File: src/rtl/add_sub_acc.sv
// Registered add/sub/accumulate unit with valid/ready handshake on both sides.
// Overflow follows unsigned or two's-complement rules; optional saturation.
module add_sub_acc #(
  parameter int WIDTH  = 8,
  parameter bit SIGNED = 1'b0,
  parameter bit SAT    = 1'b0
) (
  input  logic             clk_i,
  input  logic             rst_n_i,
  input  logic [WIDTH-1:0] a_i,
  input  logic [WIDTH-1:0] b_i,
  input  logic [1:0]       op_i,
  input  logic             in_valid_i,
  output logic             in_ready_o,
  output logic [WIDTH-1:0] out_o,
  output logic             carry_o,
  output logic             ovf_o,
  output logic             out_valid_o,
  input  logic             out_ready_i
);

  localparam logic [1:0] OP_ADD = 2'b00;
  localparam logic [1:0] OP_SUB = 2'b01;
  localparam logic [1:0] OP_ACC = 2'b10;
  localparam logic [1:0] OP_LD  = 2'b11;

  logic [WIDTH-1:0] out_q, out_d;
  logic [WIDTH-1:0] acc_q, acc_d;
  logic             carry_q, carry_d;
  logic             ovf_q, ovf_d;
  logic             valid_q, valid_d;

  logic [WIDTH-1:0] opa, opb, raw, res;
  logic [WIDTH:0]   sum, diff;
  logic             is_sub, carry_c, ovf_c, sovf, in_fire;

  assign in_ready_o = !valid_q || out_ready_i;
  assign in_fire    = in_valid_i && in_ready_o;

  always_comb begin
    opa     = (op_i == OP_ACC) ? acc_q : a_i;
    opb     = (op_i == OP_ACC) ? a_i : b_i;
    is_sub  = (op_i == OP_SUB);
    sum     = {1'b0, opa} + {1'b0, opb};
    diff    = {1'b0, opa} - {1'b0, opb};
    raw     = is_sub ? diff[WIDTH-1:0] : sum[WIDTH-1:0];
    // bit WIDTH of the extended difference is the borrow (a < b)
    carry_c = is_sub ? diff[WIDTH] : sum[WIDTH];
    if (is_sub) begin
      sovf = (opa[WIDTH-1] != opb[WIDTH-1]) && (raw[WIDTH-1] != opa[WIDTH-1]);
    end else begin
      sovf = (opa[WIDTH-1] == opb[WIDTH-1]) && (raw[WIDTH-1] != opa[WIDTH-1]);
    end
    ovf_c = SIGNED ? sovf : carry_c;
    res   = raw;
    if (SAT && ovf_c) begin
      if (SIGNED) begin
        // a non-negative first operand can only overflow upwards
        res = opa[WIDTH-1] ? {1'b1, {(WIDTH-1){1'b0}}} : {1'b0, {(WIDTH-1){1'b1}}};
      end else begin
        res = is_sub ? '0 : '1;
      end
    end
    if (op_i == OP_LD) begin
      res     = a_i;
      carry_c = 1'b0;
      ovf_c   = 1'b0;
    end
  end

  always_comb begin
    out_d   = out_q;
    acc_d   = acc_q;
    carry_d = carry_q;
    ovf_d   = ovf_q;
    valid_d = valid_q;
    if (in_fire) begin
      out_d   = res;
      carry_d = carry_c;
      ovf_d   = ovf_c;
      valid_d = 1'b1;
      if (op_i == OP_ACC || op_i == OP_LD) begin
        acc_d = res;
      end
    end else if (out_ready_i) begin
      valid_d = 1'b0;
    end
  end

  always_ff @(posedge clk_i or negedge rst_n_i) begin
    if (!rst_n_i) begin
      out_q   <= '0;
      acc_q   <= '0;
      carry_q <= 1'b0;
      ovf_q   <= 1'b0;
      valid_q <= 1'b0;
    end else begin
      out_q   <= out_d;
      acc_q   <= acc_d;
      carry_q <= carry_d;
      ovf_q   <= ovf_d;
      valid_q <= valid_d;
    end
  end

  assign out_o       = out_q;
  assign carry_o     = carry_q;
  assign ovf_o       = ovf_q;
  assign out_valid_o = valid_q;

  logic unused_add;
  assign unused_add = (OP_ADD == 2'b00);

endmodule

File: config.mk
export PLATFORM = sky130hd
export DESIGN_NAME = add_sub_acc
export DESIGN_NICKNAME = d
export VERILOG_FILES = /design/src/rtl/add_sub_acc.sv
export SDC_FILE = /design/constraint.sdc
export NUM_CORES = 1
export LEC_CHECK = 0
export CORE_UTILIZATION = 56
export DETAILED_ROUTE_END_ITERATION = 7
export PLACE_DENSITY = 0.92
export SYNTH_ARGS = -nofsm -noshare
export SYNTH_HDL_FRONTEND = slang
export SYNTH_SLANG_ARGS = --single-unit
export TNS_END_PERCENT = 5
File: constraint.sdc
create_clock -name clk_i -period 3.9 [get_ports clk_i]
set_input_delay 0.39 -clock clk_i [delete_from_list [all_inputs] [get_ports clk_i]]
set_output_delay 0.39 -clock clk_i [all_outputs]
set_load 0.005 [all_outputs]
# Yosys cells after proc, flatten, opt, wreduce, memory -nomap -nowiden
# Cells that the tools add are included.
# totals
ff_bits	18
inputBits	22
output_inout_bits	12
elab_cells	23
# op_classes
n_addsub	2
eq_ne	3
muxes	8
n_reduce_logical	6
# ops
cell	n
8-bit 2-to-1 mux	4
8-bit by 8-bit adder with 9-bit output	1
8-bit by 8-bit subtractor with 9-bit output	1
2-bit == test, second input constant	2
1-bit 2-to-1 mux	4
2-bit by 1-bit == test with 1-bit output, second input constant	1
1-bit logical OR	2
2-bit AND reduction	1
2-bit nonzero test	1
1-bit logical AND	1
1-bit logical NOT	1

# Longest topological paths before layout
# logic_depth
ltp_word	5
mapped_depth	13
mapped_depth_nobuf	11

# Least setup slack after synthesis
# No wires, ideal clock.
# synth_path
kind	input to register
startpoint	input port op_i[0]
endpoint	register acc_q[6]
setup_ns	0.125
arrival_time_ns	2.961
t_required_ns	3.775
path_slack_ns	0.815
cell_stages	12
path_buffers	2
path_cell_list	nand2b_1 clkbuf_1 buf_2 mux2_2 ha_1 fa_1 a21oi_1 nor2_1 o21ai_0 mux2i_1 o211ai_1 mux2_2
# synth_between
elab_chain_cells	5
word_cells_on_any_way	11
classes_between	add/sub (2); eq/ne (3); mux (4); reduce/logical (2)
# synth_rtl
item	line	text
from (decl)	12	input logic [1:0] op_i,
2-bit == test	41, 42, 82	
8-bit 2-to-1 mux (on tied branches)	41, 42	
8-bit by 8-bit adder with 9-bit output or 8-bit by 8-bit subtractor with 9-bit output (tied branches)	44, 45	
8-bit 2-to-1 mux	46	raw = is_sub ? diff[WIDTH-1:0] : sum[WIDTH-1:0];
8-bit 2-to-1 mux	64	if (op_i == OP_LD) begin
to (signal assigned)	93	acc_q <= '0;
to (signal assigned)	99	acc_q <= acc_d;
to (decl)	28	logic [WIDTH-1:0] acc_q, acc_d;
# Several ways; a longest one is shown, not always the timed one.
# A chain may end at the register's enable or synchronous reset.

# Final worst setup path
# layout_path
startpoint	input port op_i[1]
endpoint	register acc_q[6]
# The elaborated chain is that of the path after synthesis.

==> results.ini <==
[sta]
finalCritPeriodShare_pct = 81.13
finalSetupTns_ns = 0
final_max_slew_viol_count = 0
maxSlewHeadroom_pct = 50.31
fmax_ghz = 0.3161
rsz0062_at_grt = false
finalCriticalPeriod_ns = 3.164
whs_ns = 0.5024
hold_violations = 0
max_slew.worst_pin.slew_ns = 0.7431
fin_ws_ns = 0.7361
fin_skew_ns = 0.002030
finalSetupViolations = 0

[placement]
pre_cts_slack_ns = 0.4806
place_congestion = 0.8343
port-buffer-count = 33
dpl.cell_count = 273
hpwl_um = 3083
dpl_cell_area_mm2 = 0.002121

[floorplanning]
dieHeight_um = 58.37
die_x_um = 58.37
rows = 20
dieArea_mm2 = 0.003406
io_pins = 34
initial_core_util_pct = 58.76
core_area_mm2 = 0.003028

[global_routing]
grt_usage_pct = 24.04
antenna_found_initial = 0
grt_max_degree = 23
grt_pass1_vias = 1412
grt_first_pass_wirelength_um = 6341
overflow = 0

[clocking]
cts_sinks = 18
clk_pin_slew_ns = 0.10
cts_resized = 0
clockRootBuffer = clkbuf_4
cts_setup_buffers = 0
cts-buffers-inserted = 3
cts_hold_repair.buffers = 0
cts_max_path_buffers = 2
htree_levels = 1
clk_latency_ns = 0.28
cts_tree = done

[hold_path]
min_path_cells = 2
hold_end = out_o[1]
hp-start = out_o[1]
min_path_type = flop to flop

[yosys]
yosys.area_share.simple_pct = 15.68
synth_top_family_by_area = compound AO/OA/AOI/OAI gates
synth_flop_cell = dfrtp_1
syn_area_per_cell_um2 = 8.637
synth-compound-area-share_pct = 18.07
synthAdderAreaFrac_pct = 13.50
netlist_area_mm2 = 0.001779
synthCells = 206
synth_area_leaders = dfrtp_1 25%, mux2_2 14%, ha_1 11%
synthDistinctLibCells = 38
synthXorXnorAreaFrac_pct = 2.954
ys_top_cells_by_count = 23 x nand2_1, 22 x mux2_2, 18 x dfrtp_1
ys_warn_count = 0
ys_ff_latch = 18
seq_area_frac_synth_pct = 25.32
syn-num-nets = 246
synth_top_cell_area_share_pct = 25.32
synth-edff-count = 0
synth_mux_area_share_pct = 17.37
async_reset_ff_share_pct = 100.0
synth.largest_area_cell = dfrtp_1
synth_most_common_cell = nand2_1

[critical_path]
setup.worst_path.end_class = flop
crit_chain = clkdlybuf4s50_1, nand2b_1, buf_4, mux2_2, ha_1, o21bai_1, a221oi_1, mux2i_1, o211ai_1, mux2_2
cp_max_fo = 10
start_kind = primary input
rr_worst_depth = 7
slowest_delay_ns = 0.48
cpMostUsedCell = mux2_2
timing.rr.start = acc_q[5]
r2r_slack_ns = 1.34
timing.rr.end = acc_q[6]
cp.required_ns = 4.07
critical_path_class = primary input to flop
worstPathArrival_ns = 3.34
path_delay_family = multiplexers
cpMaxStageDelayCell = clkdlybuf4s50_1
path_buf_inv = 2

[detailed_routing]
routed_via_density = 5.635
drt_iter0_markers = 59
vias = 1561
ant_nets = 0
dr.pass1.iters = 4
wl_um = 3822
wire_per_inst_um = 13.80
drc_errors = 0

[run_status]
status = finished, final reports clean

[pwr]
peakVddDrop_v = 0.0001450
p_leak_nw = 0.9335
p_per_area_mw_per_mm2 = 373.3

[final_layout]
final_cells = 277
nNetsFinal = 274
diodes = 0
finish.instance_area_mm2 = 0.002157
drive_gt1_share_pct = 15.88
syn_to_final_growth_pct = 21.24

[flow_run]
maxCapViolations = 0

[worst max path at each step]
| stage | cells after the start | end | startpoint |
|---|---|---|---|
| final | 10 | acc_q[6] | op_i[1] |
| after global routing | 13 | acc_q[6] | op_i[0] |
| after CTS | 12 | acc_q[6] | op_i[1] |
| after detailed placement | 12 | acc_q[6] | op_i[0] |
| after global placement | 12 | out_o[6] | op_i[0] |
| after floorplan | 12 | acc_q[6] | op_i[0] |
[cell type report]
type / count / area, um2
well taps: 44 / 55.05
flip-flops and latches: 18 / 450.4
fillers: 240 / 870.8
inverters: 12 / 45.04
repair buffers: 38 / 367.9
multi-input cells: 161 / 1202
clock buffers: 4 / 36.28
[cells by family (layout without fill, tap and decap cells)]
| kind of cell | after synthesis | after routing |
|---|---|---|
| xor gates and xnor gates | 6 | 6 |
| adders and majority gates | 18 | 18 |
| muxes | 28 | 28 |
| buffers and inverters | 27 | 54 |
| DFF | 18 | 18 |
| AOI/OAI and AO/OA | 50 | 50 |
| and+or+nand+nor | 59 | 59 |
[metrics by stage]
step                utilization [%]  power (mW)
floorplan                         -      0.5518
global placement              70.04      0.6782
detailed placement            70.04      0.6942
CTS                           71.24      0.8024
global route                  71.24      0.8612
finish                        71.24      0.8051
[tightest hold or removal path, stage by stage (launching register included)]
cell and delay [ns]:
dfrtp_1 0.36, nand2_1 0.05, o21ai_0 0.06
[layer usage]
| layer | vias to the layer above | track usage (%) | wire, um |
|---|---|---|---|
| met5 | - | 0 | 0 |
| met4 | 0 | 6.463 | 29 |
| met3 | 2 | 1.758 | 135 |
| met2 | 41 | 40.07 | 1784 |
| met1 | 737 | 33.84 | 1873 |
| li1 | 781 | - | - |
[placed cells by master, fill, tap and decap left out]
cell,count
nor3_1,6
ha_1,16
o31ai_1,1
o311ai_2,1
nand3_1,5
xor2_1,1
clkdlybuf4s50_1,33
clkbuf_4,3
o21bai_1,3
nor3b_1,3
o211ai_1,4
xnor2_1,5
a221oi_1,1
a21oi_2,1
mux2_2,22
mux2i_1,5
buf_4,5
a31oi_1,1
o31a_1,1
mux2_1,1
o22ai_1,1
nand2b_1,6
nor2b_1,2
dfrtp_1,18
a211oi_1,1
fa_1,2
and3_1,1
nand2_1,23
or4_4,1
clkbuf_8,1
o211ai_2,2
o221ai_1,1
nor2_1,11
inv_1,12
o21ba_2,1
o21ai_0,16
or3_1,1
a21oi_1,15
[registers in the layout (all words and copies together), names as in the netlist]
name and count:
out_o 8, acc_q 8, out_valid_o 1, ovf_o 1
[power by group]
| group | switching, mW | internal [mW] |
|---|---|---|
| logic | 0.203 | 0.221 |
| registers | 0.0329 | 0.239 |
| clock network | 0.0526 | 0.0568 |
| total | 0.288 | 0.517 |
(Power assumes the default switching activity.)
